`config.mk`:
```
export PLATFORM = sky130hd
export DESIGN_NAME = wb_scoreboard
export DESIGN_NICKNAME = d
export VERILOG_FILES = /design/src/rtl/wb_scoreboard.sv
export SDC_FILE = /design/constraint.sdc
export NUM_CORES = 1
export LEC_CHECK = 0
export ABC_AREA = 1
export BUFFER_PORTS_ARGS = -buffer_cell sky130_fd_sc_hd__clkbuf_2
export CELL_PAD_IN_SITES_DETAIL_PLACEMENT = 0
export CELL_PAD_IN_SITES_GLOBAL_PLACEMENT = 2
export CORE_MARGIN = 4
export CORE_UTILIZATION = 45
export DETAILED_ROUTE_END_ITERATION = 12
export PLACE_DENSITY = 0.89
export SLEW_MARGIN = 5
export SYNTH_ARGS = -nofsm -noshare
export SYNTH_HDL_FRONTEND = slang
export SYNTH_HIERARCHICAL = 1
export SYNTH_SLANG_ARGS = --single-unit
export TNS_END_PERCENT = 30
```
`constraint.sdc`:
```
create_clock -name clk -period 7.66 [get_ports clk]
set_input_delay 0.383 -clock clk [delete_from_list [all_inputs] [get_ports clk]]
set_output_delay 0.383 -clock clk [all_outputs]
set_load 0.01 [all_outputs]
```
`src/rtl/wb_scoreboard.sv`:
```
// Writeback-stream checker: compares each retiring rd!=0 write, in order, against an expected-result FIFO.
// Counters and flags update one cycle after the retire; exp_ready drops only while the FIFO is full.

module wb_fifo #(
  parameter int W     = 37,
  parameter int DEPTH = 32
) (
  input  logic                   clk,
  input  logic                   reset,
  input  logic                   push_vld,
  input  logic [W-1:0]           push_dat,
  output logic                   push_rdy,
  input  logic                   pop,
  output logic [W-1:0]           head_dat,
  output logic [$clog2(DEPTH):0] count
);
  localparam int AW = $clog2(DEPTH);
  localparam logic [AW-1:0] PTR_ONE = 1;
  localparam logic [AW:0]   CNT_ONE = 1;

  logic [W-1:0]  mem [DEPTH];
  logic [AW-1:0] wr_ptr;
  logic [AW-1:0] rd_ptr;
  logic          do_push;
  logic          do_pop;

  // Occupancy never exceeds DEPTH, so its top bit alone means full.
  assign push_rdy = ~count[AW];
  assign do_push  = push_vld & push_rdy;
  assign do_pop   = pop & (count != '0);
  assign head_dat = mem[rd_ptr];

  always_ff @(posedge clk) begin
    if (reset && do_push) begin
      mem[wr_ptr] <= push_dat;
    end
  end

  always_ff @(posedge clk) begin
    if (!reset) begin
      wr_ptr <= '0;
      rd_ptr <= '0;
      count  <= '0;
    end else begin
      if (do_push) wr_ptr <= wr_ptr + PTR_ONE;
      if (do_pop)  rd_ptr <= rd_ptr + PTR_ONE;
      case ({do_push, do_pop})
        2'b10:   count <= count + CNT_ONE;
        2'b01:   count <= count - CNT_ONE;
        default: count <= count;
      endcase
    end
  end
endmodule

module wb_scoreboard #(
  parameter int DEPTH        = 32,
  parameter int CNT_W        = 16,
  parameter bit STOP_ON_FAIL = 1'b0
) (
  input  logic                   clk,
  input  logic                   reset,
  input  logic                   en,
  input  logic                   exp_valid,
  input  logic [4:0]             exp_rd,
  input  logic [31:0]            exp_data,
  output logic                   exp_ready,
  input  logic [4:0]             rsw_scoreboard,
  input  logic [31:0]            Write_scoreboard,
  output logic [CNT_W-1:0]       pass_count,
  output logic [CNT_W-1:0]       fail_count,
  output logic [CNT_W-1:0]       bubble_count,
  output logic                   mismatch,
  output logic                   unexpected,
  output logic [4:0]             first_fail_rd,
  output logic [31:0]            first_fail_data,
  output logic [36:0]            first_fail_exp,
  output logic [$clog2(DEPTH):0] pending,
  output logic                   halted
);
  localparam logic [1:0] IDLE = 2'd0;
  localparam logic [1:0] RUN  = 2'd1;
  localparam logic [1:0] HALT = 2'd2;
  localparam logic [CNT_W-1:0] CNT_ONE = 1;

  logic [1:0]  state;
  logic [36:0] head;
  logic        active;
  logic        fifo_empty;
  logic        retire;
  logic        is_pass;
  logic        is_mis;
  logic        is_unx;
  logic        is_fail;
  logic        is_bubble;

  // A same-cycle push into an empty FIFO is invisible here because emptiness comes from registered occupancy.
  assign fifo_empty = (pending == '0);
  assign active     = (state == RUN) && en;
  assign retire     = active && (rsw_scoreboard != 5'd0);
  assign is_bubble  = active && (rsw_scoreboard == 5'd0);
  assign is_pass    = retire && !fifo_empty && (head == {rsw_scoreboard, Write_scoreboard});
  assign is_mis     = retire && !fifo_empty && (head != {rsw_scoreboard, Write_scoreboard});
  assign is_unx     = retire && fifo_empty;
  assign is_fail    = is_mis || is_unx;
  assign halted     = (state == HALT);

  wb_fifo #(
    .W     (37),
    .DEPTH (DEPTH)
  ) u_exp_fifo (
    .clk      (clk),
    .reset    (reset),
    .push_vld (exp_valid),
    .push_dat ({exp_rd, exp_data}),
    .push_rdy (exp_ready),
    .pop      (retire && !fifo_empty),
    .head_dat (head),
    .count    (pending)
  );

  always_ff @(posedge clk) begin
    if (!reset) begin
      state           <= IDLE;
      pass_count      <= '0;
      fail_count      <= '0;
      bubble_count    <= '0;
      mismatch        <= 1'b0;
      unexpected      <= 1'b0;
      first_fail_rd   <= '0;
      first_fail_data <= '0;
      first_fail_exp  <= '0;
    end else begin
      if (is_pass && (pass_count != '1))     pass_count   <= pass_count + CNT_ONE;
      if (is_fail && (fail_count != '1))     fail_count   <= fail_count + CNT_ONE;
      if (is_bubble && (bubble_count != '1)) bubble_count <= bubble_count + CNT_ONE;
      if (is_mis) mismatch   <= 1'b1;
      if (is_unx) unexpected <= 1'b1;

      if (is_fail && !mismatch && !unexpected) begin
        first_fail_rd   <= rsw_scoreboard;
        first_fail_data <= Write_scoreboard;
        first_fail_exp  <= is_mis ? head : 37'd0;
      end

      case (state)
        IDLE:    if (en) state <= RUN;
        RUN: begin
          if (is_fail && STOP_ON_FAIL) state <= HALT;
          else if (!en)                state <= IDLE;
        end
        HALT:    state <= HALT;
        default: state <= IDLE;
      endcase
    end
  end
endmodule

```
# [Yosys cells after proc, flatten, opt, wreduce, memory -nomap -nowiden]
# Memory sizes are Yosys's and may differ from the RTL's. A register that Yosys moved wholly into a read port is not among the register bits.
# Cells that the tools add are included.
# Widths: inputs -> output; s select.
[word_totals] reg_bits=142 latch_bits=0 mem_bits_rw=1184 rom_bits=0 output_inout_bits=132 memories=1
[mem_list] name="u_exp_fifo.mem" words=32 word_bits=37 rd=1 rd_ports_with_merged_regs=1 wr=1 line="21" text="logic [W-1:0] mem [DEPTH];"
[classes] addsub=7 n_mul=0 div=0 magnitude_cmp=0 eq_ne=11 shifts=0 mux=9 n_bitwise=3 n_reduce_logical=24
[op_table] operator="$add 16x1->16 const B" count=3
[op_table] operator="$ne 16x16->1 const B" count=3
[op_table] operator="$eq 37x37->1" count=1
[op_table] operator="$mux 37" count=1
[op_table] operator="$ne 37x37->1" count=1
[op_table] operator="$logic_and 1x1->1" count=13
[op_table] operator="$pmux 6 s2" count=1
[op_table] operator="$add 5x1->5 const B" count=2
[op_table] operator="$mux 5" count=2
[op_table] operator="$add 6x1->6 const B" count=1
[op_table] operator="$logic_not 6->1" count=1
[op_table] operator="$pmux 2 s3" count=1
[op_table] operator="$reduce_bool 6->1" count=1
[op_table] operator="$sub 6x1->6 const B" count=1
[op_table] operator="$logic_not 5->1" count=1
[op_table] operator="$reduce_bool 5->1" count=1
[op_table] operator="$eq 2x1->1 const B" count=2
[op_table] operator="$eq 2x2->1 const B" count=2
[op_table] operator="$mux 2" count=2
[op_table] operator="$ne 2x2->1 const B" count=2
[op_table] operator="$logic_not 1->1" count=3
[op_table] operator="$and 1x1->1" count=2
[op_table] operator="$logic_not 2->1" count=1
[op_table] operator="$mux 1" count=2
[op_table] operator="4 further kinds" count=4

# [Depth between registers and ports, before layout]
[logic_depth] word_depth=8 mapped_depth=27 depth_no_buf=22

# [Hierarchy]
# Netlist, hierarchy kept.
[modules_own_cells] mod="wb_fifo" instances=1 cells_per_inst=4082 area_per_inst_um2=48849.4
[modules_own_cells] mod="wb_scoreboard" instances=1 cells_per_inst=930 area_per_inst_um2=6478.7

# [Least setup slack after synthesis]
# OpenSTA, ideal clock, no wires.
[synth_timing] path_type="register to register" startpoint="reg u_exp_fifo.count[5]" endpoint="mem u_exp_fifo.mem[11][0], enable pin" setup_time_ns=0.431 arrival_time_ns=2.574 path_slack_ns=4.655 stages_incl_launch_ff=6 period_less_slack_ns=3.005 cell_sequence="dfxtp_1 > inv_1 > nand2_1 > nor2_1 > nand2_1 > nor2_1"
[synth_between] elab_chain_cells=5
[synth_rtl] element="start, declared" line="15" text="output logic [$clog2(DEPTH):0] count"
[synth_rtl] element="start signal, assigned" line="48" text="2'b10: count <= count + CNT_ONE;"
[synth_rtl] element="start signal, assigned" line="49" text="2'b01: count <= count - CNT_ONE;"
[synth_rtl] element="start signal, assigned" line="50" text="default: count <= count;"
[synth_rtl] element="$not 1->1" line="28" text="assign push_rdy = ~count[AW];"
[synth_rtl] element="net exp_ready" line="67" text="output logic exp_ready,"
[synth_rtl] element="$and 1x1->1" line="29" text="assign do_push = push_vld & push_rdy;"
[synth_rtl] element="$logic_and 1x1->1" line="34" text="if (reset && do_push) begin"
[synth_rtl] element="$mux 1" line="34"
[synth_rtl] element="$mux 1 (implied by the code)" line="35" text="mem[wr_ptr] <= push_dat;"
[synth_rtl] element="end, declared" line="21"
# The timed path passes the listed nets, and every way through them passes these cells.

==> impl_results.md <==
- Most used cell along the critical path: nand2_1
- Synthesized flop and latch total: 1331
- CP peak stage delay: 0.76 ns
- Most frequent cells in the layout: 1700 x nand2_1, 1184 x edfxtp_1, 1067 x nand3_1
- Final Hold Fails: 0
- Root Driver: clkbuf_16
- CTS Sinks: 1331
- Number of cells on the critical path: 21
- DR vias: 38000
- Worst Setup Start Kind: register
- Power Dens Cells: 258 mW/mm²
- Hold crit path type: in -> reg
- Crit. End Element: register
- Mapped Area: 0.0553 mm²
- Cts bufs inserted: 141
- Bufs and invs on worst path: 2
- Worst slew margin: 0.192
- Initial Util: 0.454
- Sw Ratio: 0.246
- Final period utilization: 0.749
- Die height: 359 µm
- Hold path depth: 3
- CTS tree: built
- H-tree level count: 4
- Core ar.: 0.122 mm²
- Leak: 22.3 nW
- Mean post-synth cell area: 11.0 µm²
- Fin crit period: 5.74 ns
- Worst-path clk slew: 0.06 ns
- Synth Net Count: 5101
- Die footprint: 0.129 mm²
- Overall overflow remaining after global route: 0
- Slew Limit Fails: 0
- Fraction of layout cells with a size suffix above 1: 0.0987
- Worst slew pin tran: 1.21 ns
- Initial antenna violation count: 6
- Chip Width: 359 µm
- Max-Cap Viols: 0
- Mapped Cells: 5012
- Comb power frac: 0.091
- Data arrival, critical path: 6.31 ns
- F_max: 174 MHz
- DRC viols: 0
- Post-DRT Antenna Nets: 0
- Clock power share: 0.406
- WL final: 165 mm
- Site Rows: 128
- Drt wl/cell: 24.0 µm
- Crit path max fanout: 173
- Nets: 5244
- Worst Clk Skew: 0.0266 ns
- Design area: 0.0621 mm²
- Setup bufs post-CTS: 0
- CTS resizes: 0
- Synth-to-Final Area Change: 12.2%
- Final setup viols: 0
- Pin count of the biggest net entering global routing: 313
- Family with the most delay on the worst path: simple AND/OR/NAND/NOR gates
- Post-synthesis sequential area ratio: 0.696
- First-pass GRT wire length: 239 mm
- CTS Buffer Depth: 3
- CP cell instances: clkinv_8, nand3_1, nand3_1, nand2_1, nand2_1, nand2_1, nand2_1, nand2_1, inv_1, nand2_1, nand2_1, nand2_1, nor2_1, nand2_1, nor2_1, nand3_2, nand2_1, nand2_4, nand2_2, nand2_1, a21oi_1
- # IOs: 210
- Hold_buf cts: 39
- Initial DRC Count: 3629
- DP HPWL: 83.2 mm
- Area after DPL: 0.0573 mm²
- Reg2reg path depth: 21
- Worst path slowest cell: dfxtp_4
- Critical path class: reg -> reg
- Req. time, crit path: 8.23 ns
- Vias in the first global route: 35500
- VDD IR-drop max: 0.000209 V
- Leading cell type in the layout, fill and taps excluded: nand2_1
- Setup TNS: 0 ns
- RSZ-0062 raised after global routing: no
- Port bufs: 209
- Design Power: 16.0 mW
- Router iterations before antenna repair: 5
- Seq pwr share: 0.503
- Status: completed
- Synthesis Warnings: 6
- DR vias/cell: 5.51
- GP Congestion: 0.813
- P_int: 12.1 mW
- NetSw: 3.94 mW
- Global-route usage over all layers: 0.253
- Clock Latency Late Sink: 0.76 ns
- Yosys cell types: 42
state kept, by name (all words and copies together), names as in the netlist, 2 cells and up, named ones only:
signal,cells
first_fail_rd,5
fail_count,16
first_fail_data,32
u_exp_fifo/rd_ptr,5
u_exp_fifo/count,6
u_exp_fifo/wr_ptr,5
first_fail_exp,37
state,2
pass_count,16
bubble_count,16
u_exp_fifo/mem,1184
metal layers:
metal  vias to the layer above  track usage  share of wire  routed length, µm
met3                       274       0.0546          0.079              13100
li1                      17700            -              -                  -
met1                     18600        0.337           0.41              67800
met2                      1414        0.415           0.48              79400
met5                         -            0        0.00010                 17
met4                         2       0.0807          0.031               5050
through the flow:
stage,instances,hold slack (ns),setup slack (ns),util
2_1_floorplan,5012,0.423,4.66,-
3_3_place_gp,6598,0.439,2.00,0.470
3_5_place_dp,6598,0.440,1.98,0.470
4_1_cts,6894,0.0876,1.94,0.509
5_1_grt,6896,0.135,1.53,0.509
6_report,6898,0.136,1.92,0.509
final cells by class:
class / instances / area [µm²]
fillers: 10700 / 59800
well taps: 1625 / 2030
flip-flops and latches: 1331 / 38500
clock inverters: 70 / 552
diodes: 4 / 10.0
clock buffers: 187 / 3790
inverters: 85 / 365
repair buffers: 311 / 1980
multi-input cells: 3285 / 14800
Yosys cell counts (all sizes together):
library cell     n  area [µm²]
ha              11         138
and3             1        6.26
clkinv           2        7.51
nor3b            1        12.5
a31oi            1        6.26
nor2b            1        6.26
buf            257        1730
a21oi          210        1050
nor3            16        85.1
a21o             1        7.51
o21ai           52         260
o211a            1        10.0
nor4             4        25.0
xnor2           34         298
nor2           132         498
nand2         1703        6400
xor2            29         254
nand4           11        75.1
a21boi           1        11.3
nand3         1068        5350
o21a             3        22.5
edfxtp        1184       35600
a211oi           1        7.51
nand3b           4        46.3
clkbuf          54         204
dfxtp          147        2940
inv             83         322
power by group through the flow:
stage	combinational (mW)	sequential [mW]	clock, mW
floorplan	0.955	8.19	0
global placement	1.43	8.19	0
detailed placement	1.44	8.19	0
CTS	1.46	8.04	6.60
global route	1.62	8.05	6.92
finish	1.46	8.04	6.49
worst reg2reg max path, cell delays in order, from the launching register on:
cell      delay (ns)
dfxtp_4         0.76
clkinv_8        0.74
nand3_1         0.71
nand3_1         0.11
nand2_1         0.10
nand2_1         0.06
nand2_1         0.16
nand2_1         0.07
nand2_1         0.49
inv_1           0.10
nand2_1         0.08
nand2_1         0.05
nand2_1         0.10
nor2_1          0.05
nand2_1         0.06
nor2_1          0.05
nand3_2         0.08
nand2_1         0.10
nand2_4         0.67
nand2_2         0.71
nand2_1         0.22
a21oi_1         0.09
path summary, 6_finish.rpt:
path | startpoint | endpoint | slack [ns]
max | register | first_fail_data[2] | 1.92
min | reset | register | 0.14
max reg2reg | register | first_fail_data[2] | 1.92
min reg2reg | state[0] | state[1] | 0.45
cells by family after synthesis:
kind of cell / Yosys count / synth area share
AOI/OAI and AO/OA: 270 / 0.0249
adders and majority gates: 11 / 0.00249
xor gates and xnor gates: 63 / 0.00997
DFF: 1331 / 0.696
buffers and inverters: 396 / 0.0409
and+or+nand+nor: 2941 / 0.226
(Power assumes the default switching activity.)
